==> config.mk <==
export PLATFORM = sky130hd
export DESIGN_NAME = fp_sqrt
export DESIGN_NICKNAME = d
export VERILOG_FILES = /design/src/rtl/fp_sqrt_pkg.sv /design/src/rtl/fp_sqrt_core.sv /design/src/rtl/fp_sqrt.sv
export SDC_FILE = /design/constraint.sdc
export NUM_CORES = 1
export LEC_CHECK = 0
export ABC_CLOCK_PERIOD_IN_PS = 5700
export CAP_MARGIN = 20
export CORE_MARGIN = 2
export CORE_UTILIZATION = 45
export CTS_BUF_LIST = sky130_fd_sc_hd__clkbuf_8
export DETAILED_ROUTE_END_ITERATION = 10
export GPL_ROUTABILITY_DRIVEN = 0
export PLACE_DENSITY = 0.66
export SLEW_MARGIN = 20
export SYNTH_ARGS = -nofsm -noshare
export SYNTH_HDL_FRONTEND = slang
export SYNTH_SLANG_ARGS = --single-unit
==> constraint.sdc <==
create_clock -name in_Clk -period 5.7 [get_ports in_Clk]
set_clock_uncertainty 0.05 [all_clocks]
set_input_delay 0.855 -clock in_Clk [delete_from_list [all_inputs] [get_ports in_Clk]]
set_output_delay 0.855 -clock in_Clk [all_outputs]
set_load 0.005 [all_outputs]
==> src/rtl/fp_sqrt_pkg.sv <==
// rtl/fp_sqrt_pkg.sv - shared types, constants and helpers for the binary32 square-root unit
// Contents:
//   state_e      : control FSM encoding
//   special_e    : operand classes whose result bypasses the datapath
//   EXP_BIAS, CANON_QNAN, SQRT_ITERS, SQRT_LATENCY
//   lzc23()      : leading-zero count of a 23-bit fraction
package fp_sqrt_pkg;

  typedef enum logic [1:0] {
    ST_IDLE  = 2'd0,
    ST_CALC  = 2'd1,
    ST_ROUND = 2'd2,
    ST_DONE  = 2'd3
  } state_e;

  typedef enum logic [1:0] {
    SP_NONE = 2'd0,
    SP_NAN  = 2'd1,
    SP_ZERO = 2'd2,
    SP_INF  = 2'd3
  } special_e;

  localparam int          EXP_BIAS     = 127;
  localparam logic [31:0] CANON_QNAN   = 32'h7FC0_0000;
  localparam int          SQRT_ITERS   = 26;
  localparam int          SQRT_LATENCY = 28;

  // Returns 23 for an all-zero input; the highest set bit wins because it is
  // visited last.
  function automatic logic [4:0] lzc23(input logic [22:0] v);
    logic [4:0] n;
    n = 5'd23;
    for (int i = 0; i < 23; i++) begin
      if (v[i]) n = 5'(22 - i);
    end
    return n;
  endfunction

endpackage

==> src/rtl/fp_sqrt_core.sv <==
// rtl/fp_sqrt_core.sv - restoring digit-by-digit integer square root, one root bit per cycle
// Ports:
//   in_Clk, in_Rst_N : clock, synchronous active-low reset
//   start            : load radicand and begin SQRT_ITERS iterations
//   radicand [51:0]  : integer radicand, consumed two bits per iteration from the top
//   done             : high during the cycle whose rising edge completes the last iteration
//   root [25:0]      : integer root (valid once the last iteration has completed)
//   rem_nz           : final remainder is non-zero (sticky)
module fp_sqrt_core
  import fp_sqrt_pkg::*;
(
  input  logic        in_Clk,
  input  logic        in_Rst_N,
  input  logic        start,
  input  logic [51:0] radicand,
  output logic        done,
  output logic [25:0] root,
  output logic        rem_nz
);

  logic [51:0] rad_q;
  logic [27:0] rem_q;
  logic [25:0] root_q;
  logic [4:0]  cnt_q;

  logic [29:0] rem_shift;
  logic [29:0] trial;
  logic        take;

  // The remainder never exceeds 2*root, so 28 bits hold it; the shifted
  // partial remainder and the trial subtrahend need 30.
  always_comb begin
    rem_shift = {rem_q, rad_q[51:50]};
    trial     = {2'b00, root_q, 2'b01};
    take      = (rem_shift >= trial);
  end

  always_ff @(posedge in_Clk) begin
    if (!in_Rst_N) begin
      rad_q  <= '0;
      rem_q  <= '0;
      root_q <= '0;
      cnt_q  <= '0;
    end else if (start) begin
      rad_q  <= radicand;
      rem_q  <= '0;
      root_q <= '0;
      cnt_q  <= 5'(SQRT_ITERS);
    end else if (cnt_q != 5'd0) begin
      rad_q  <= {rad_q[49:0], 2'b00};
      rem_q  <= take ? 28'(rem_shift - trial) : 28'(rem_shift);
      root_q <= {root_q[24:0], take};
      cnt_q  <= cnt_q - 5'd1;
    end
  end

  assign done   = (cnt_q == 5'd1);
  assign root   = root_q;
  assign rem_nz = |rem_q;

endmodule

==> src/rtl/fp_sqrt.sv <==
// rtl/fp_sqrt.sv - multi-cycle binary32 square root (RNE) with pipeline stall
// Ports:
//   in_Clk, in_Rst_N : clock, synchronous active-low reset
//   in_start         : request, sampled only in IDLE
//   in_data [31:0]   : binary32 operand, latched on acceptance
//   out_data [31:0]  : registered result, held until the next completion
//   out_stall        : high while a request is accepted or computed
module fp_sqrt
  import fp_sqrt_pkg::*;
(
  input  logic        in_Clk,
  input  logic        in_Rst_N,
  input  logic        in_start,
  input  logic [31:0] in_data,
  output logic [31:0] out_data,
  output logic        out_stall
);

  state_e   state_q, state_d;
  special_e special_q, special_d;
  logic       sign_q;
  logic [7:0] exp_q, exp_d;
  logic       accept;

  // Unpack
  logic              op_sign;
  logic [7:0]        op_exp;
  logic [22:0]       op_frac;
  logic [4:0]        shift;
  logic [23:0]       m24;
  logic signed [9:0] e_raw;
  logic signed [9:0] e_even;
  logic signed [9:0] e_half;
  logic [24:0]       m_adj;
  logic [51:0]       radicand;

  // Core
  logic        core_done;
  logic [25:0] core_root;
  logic        core_rem_nz;

  // Round
  logic [23:0] mant;
  logic        round_up;
  logic [24:0] mant_rnd;
  logic [22:0] frac_rnd;
  logic [7:0]  exp_rnd;
  logic [31:0] result;

  assign accept = (state_q == ST_IDLE) && in_start;

  always_comb begin
    op_sign = in_data[31];
    op_exp  = in_data[30:23];
    op_frac = in_data[22:0];
    // Subnormal: shift the leading one up to the hidden-bit position.
    shift   = lzc23(op_frac) + 5'd1;

    if (op_exp == 8'd0) begin
      m24   = {1'b0, op_frac} << shift;
      e_raw = -10'sd126 - $signed({5'b00000, shift});
    end else begin
      m24   = {1'b1, op_frac};
      e_raw = $signed({2'b00, op_exp}) - 10'sd127;
    end

    // An odd exponent is absorbed into the mantissa so the halving is exact;
    // the radicand then spans [1,4) and its root [1,2).
    if (e_raw[0]) begin
      m_adj  = {m24, 1'b0};
      e_even = e_raw - 10'sd1;
    end else begin
      m_adj  = {1'b0, m24};
      e_even = e_raw;
    end
    e_half = e_even >>> 1;
    exp_d  = 8'(e_half + 10'(EXP_BIAS));

    // Radicand scaled by 2^50 so the integer root carries 25 fraction bits.
    radicand = {m_adj, 27'b0};

    if (op_exp == 8'hFF && op_frac != 23'd0)     special_d = SP_NAN;
    else if (op_exp == 8'd0 && op_frac == 23'd0) special_d = SP_ZERO;
    else if (op_sign)                            special_d = SP_NAN;
    else if (op_exp == 8'hFF)                    special_d = SP_INF;
    else                                         special_d = SP_NONE;
  end

  fp_sqrt_core u_core (
    .in_Clk   (in_Clk),
    .in_Rst_N (in_Rst_N),
    .start    (accept),
    .radicand (radicand),
    .done     (core_done),
    .root     (core_root),
    .rem_nz   (core_rem_nz)
  );

  // Root layout: [25] integer, [24:2] fraction, [1] guard, [0] round.
  always_comb begin
    mant     = core_root[25:2];
    round_up = core_root[1] & (core_root[0] | core_rem_nz | mant[0]);
    mant_rnd = {1'b0, mant} + {24'd0, round_up};
    frac_rnd = mant_rnd[24] ? mant_rnd[23:1] : mant_rnd[22:0];
    exp_rnd  = exp_q + {7'd0, mant_rnd[24]};

    case (special_q)
      SP_NAN:  result = CANON_QNAN;
      SP_ZERO: result = {sign_q, 31'd0};
      SP_INF:  result = 32'h7F80_0000;
      default: result = {1'b0, exp_rnd, frac_rnd};
    endcase
  end

  always_comb begin
    state_d   = state_q;
    out_stall = 1'b0;
    case (state_q)
      ST_IDLE: begin
        if (in_start) begin
          state_d   = ST_CALC;
          out_stall = 1'b1;
        end
      end
      ST_CALC: begin
        out_stall = 1'b1;
        if (core_done) state_d = ST_ROUND;
      end
      ST_ROUND: begin
        out_stall = 1'b1;
        state_d   = ST_DONE;
      end
      default: state_d = ST_IDLE;
    endcase
    if (!in_Rst_N) out_stall = 1'b0;
  end

  always_ff @(posedge in_Clk) begin
    if (!in_Rst_N) begin
      state_q   <= ST_IDLE;
      special_q <= SP_NONE;
      sign_q    <= 1'b0;
      exp_q     <= '0;
      out_data  <= '0;
    end else begin
      state_q <= state_d;
      if (accept) begin
        special_q <= special_d;
        sign_q    <= op_sign;
        exp_q     <= exp_d;
      end
      if (state_q == ST_ROUND) out_data <= result;
    end
  end

endmodule

==> run summary <==
Top cells by area, synth = dfxtp_1, nand2_1, ha_1, nand3_1, o21ai_0
CTS Buffer Depth = 2
First-pass GRT wire length = 49.3 mm
Cell variety after synth = 82
Crit end category = flop
Reg-to-reg startpoint = u_core.root[5]
DRC viols = 0
Synth area leader = dfxtp_1
Antenna Cells = 0
Max VDD drop = 0.000204 V
Post-CTS setup buffers = 0
Reg-to-Reg End = u_core.rem_q[26]
Initial antenna violation count = 0
Synthesis-to-finish area growth = 12.6%
Final worst setup slack = 0.756 ns
Setup TNS = 0 ns
Critical path required time = 6.01 ns
FP Rows = 54
Post-synthesis mux area share = 6.63%
Cells after Synth = 1305
Int Pwr = 2.33 mW
Ports = 68
Reg-to-reg slack, setup = 1.59 ns
DP Wirelength = 21.9 mm
Core area = 0.0217 mm²
Worst setup path class = input port to flop
GRT Util Overall = 25.4%
Static leakage = 4.18 nW
Worst Tran Pin Value = 1.08 ns
Post-route minimum period = 4.94 ns
Worst-Skew Late Latency = 0.46 ns
DR WL/cell = 18.5 µm
Adder-cell area share of the yosys netlist = 5.32%
Most frequent cell after synthesis = nand2_1
Simple-gate share of the synthesized area = 24.8%
Compound-Gate Fraction of Synth Area = 26.4%
First DRT Iteration DRCs = 1159
Ys Warns = 0
PortBufs = 67
CTS tree = done
HP Class = flop to flop
Htree depth = 4
Largest net degree at the start of global routing = 70
Dpl ws = 0.462 ns
Main combinational cell family by area after synthesis = compound AO/OA/AOI/OAI gates
Fin Hold WS = 0.418 ns
Max_slew headroom = 28.0%
CTS Buf Count = 17
Synth Flop Type = dfxtp_1
Max cap viols = 0
DR vias/cell = 6.29
Gate power share = 51.2%
Worst-path fanout max = 15
Post-layout nets = 1403
Startpoint Class = input port
Clock Power Share = 19.8%
GR Overflow Total = 0
Antenna viol nets, final = 0
Status = finished, final reports clean
Tot Pwr = 4.21 mW
Root Buffer = clkbuf_8
Fmax = 202 MHz
Cts-stage hold buffer count = 0
Asr flop ratio synth = 0%
Clk slew on worst S/H paths = 0.08 ns
Final setup fails = 0
Period utilisation layout = 86.7%
Fin. Hold Viols = 0
Switching Power = 1.88 mW
Clock tree sinks = 129
Synth top area share = 26.1%
CTS resizes = 0
Sequential fraction of the synthesis area = 26.1%
R2R cell count = 11
Synth cell count leaders = nand2_1, dfxtp_1, nand3_1
WHS Endpoint = u_core.root[0]
EDFF count, synth = 0
FF+latch count, synth = 129
Horiz. Die Dim = 152 µm
TritonRoute pass-1 iters = 7
Die Y = 152 µm
WHS Path Cells = 2
Share of layout cells above drive strength 1 = 7.09%
Post-synthesis xor/xnor area fraction = 5.01%
Switching share of total power = 44.7%
Via Count = 10200
Starting density of the core = 45.6%
Crit path DAT = 5.26 ns
RSZ-0062 raised after global routing = no
Pwr Density = 378 mW/mm²
Total nets after synthesis = 1382
WL final = 29.9 mm
Fin. max-slew vios = 0
Die area = 0.0232 mm²
Sequential share of power = 28.9%
Hold Crit Start = u_core.root[0]
Vias in the first global route = 9356
Netlist Area Pre-Place = 0.00989 mm²
Post-synthesis area per instance = 7.58 µm²
==> worst max-delay path, cell delays in order <==
cell and delay [ns]:
clkdlybuf4s50_1 0.61, nor2_1 0.17, o31ai_1 0.09, a211oi_1 0.31, o21a_1 0.28, nor3_1 0.07, nor3_1 0.25, ha_1 0.24
clkinv_1 0.23, nand3_1 0.21, nand2_2 0.28, a21oi_1 0.44, xnor3_1 0.34, a211oi_1 0.49, a311oi_1 0.16, nor3b_1 0.21
==> flip-flops by register name, summed over array words and instances, names as in the netlist <==
register,count
exp_q,8
out_data,32
sign_q,1
special_q,2
state_q,2
u_core.cnt_q,5
u_core.rad_q,25
u_core.rem_q,28
u_core.root,26
==> cell usage in the layout (no fill, tap or decap), drive strengths merged, types with 12 or more instances in the layout <==
cell,instances
mux4,12
dfxtp,129
and3,13
nand3,105
nor3,29
nor4,20
or3,15
mux2i,34
inv,61
o21ai,90
a21o,14
nor2b,24
nand2,156
o211ai,25
buf,23
clkbuf,18
o21a,20
nor2,80
clkdlybuf4s50,66
xnor2,39
ha,42
and2,13
nand4,18
xor2,15
a21boi,12
a31oi,12
a21oi,81
==> power groups by stage <==
stage / clock [mW] / sequential (mW) / combinational (mW)
CTS: 0.854 / 1.22 / 2.13
global route: 0.894 / 1.24 / 2.40
global placement: 0 / 1.23 / 2.11
finish: 0.835 / 1.22 / 2.16
detailed placement: 0 / 1.24 / 2.12
floorplan: 0 / 1.20 / 1.61
==> cell type report <==
class / count / area [µm²]
Sequential cell: 129 / 2580
Inverter: 54 / 203
Clock inverter: 14 / 168
Fill cell: 2109 / 10600
Clock buffer: 18 / 248
Tap cell: 280 / 350
Timing Repair Buffer: 89 / 831
Multi-Input combinational cell: 1035 / 6750
==> cells by family (layout without fill, tap and decap cells) <==
group                      count (synthesis)  count (layout)
buffers and inverters                    141             175
xor gates and xnor gates                  55              55
AOI/OAI and AO/OA                        385             385
and+or+nand+nor                          503             503
DFF                                      129             129
adders and majority gates                 42              42
muxes                                     50              50
==> metrics by stage <==
stage / cell area (µm²) / instances / utilization (%)
after floorplan: 9890 / 1305 / -
after global placement: 10700 / 1587 / 49.4
after detailed placement: 10700 / 1587 / 49.4
after CTS: 11100 / 1619 / 51.3
after global routing: 11100 / 1619 / 51.3
final: 11100 / 1619 / 51.3
==> per-layer routing <==
| layer | part of all wire, % | GRT usage [%] | up-vias |
|---|---|---|---|
| met5 | 0 | 0 | - |
| met4 | 2.9 | 9.30 | 0 |
| met3 | 7.9 | 5.18 | 91 |
| met2 | 42 | 37.5 | 451 |
| met1 | 47 | 36.7 | 4771 |
| li1 | - | - | 4863 |
==> worst max-delay path by stage <==
stage | startpoint | to | slack (ns) | cells past startpoint
2_1_floorplan | in_data[10] | u_core.rad_q[39] | 1.12 | 15
3_3_place_gp | in_data[6] | exp_q[6] | 0.65 | 16
3_5_place_dp | in_data[5] | exp_q[5] | 0.46 | 16
4_1_cts | in_data[6] | exp_q[5] | 0.93 | 16
5_1_grt | in_data[6] | exp_q[5] | 0.41 | 16
6_report | in_data[6] | exp_q[5] | 0.76 | 16
Power figures use the tool's default switching activity.
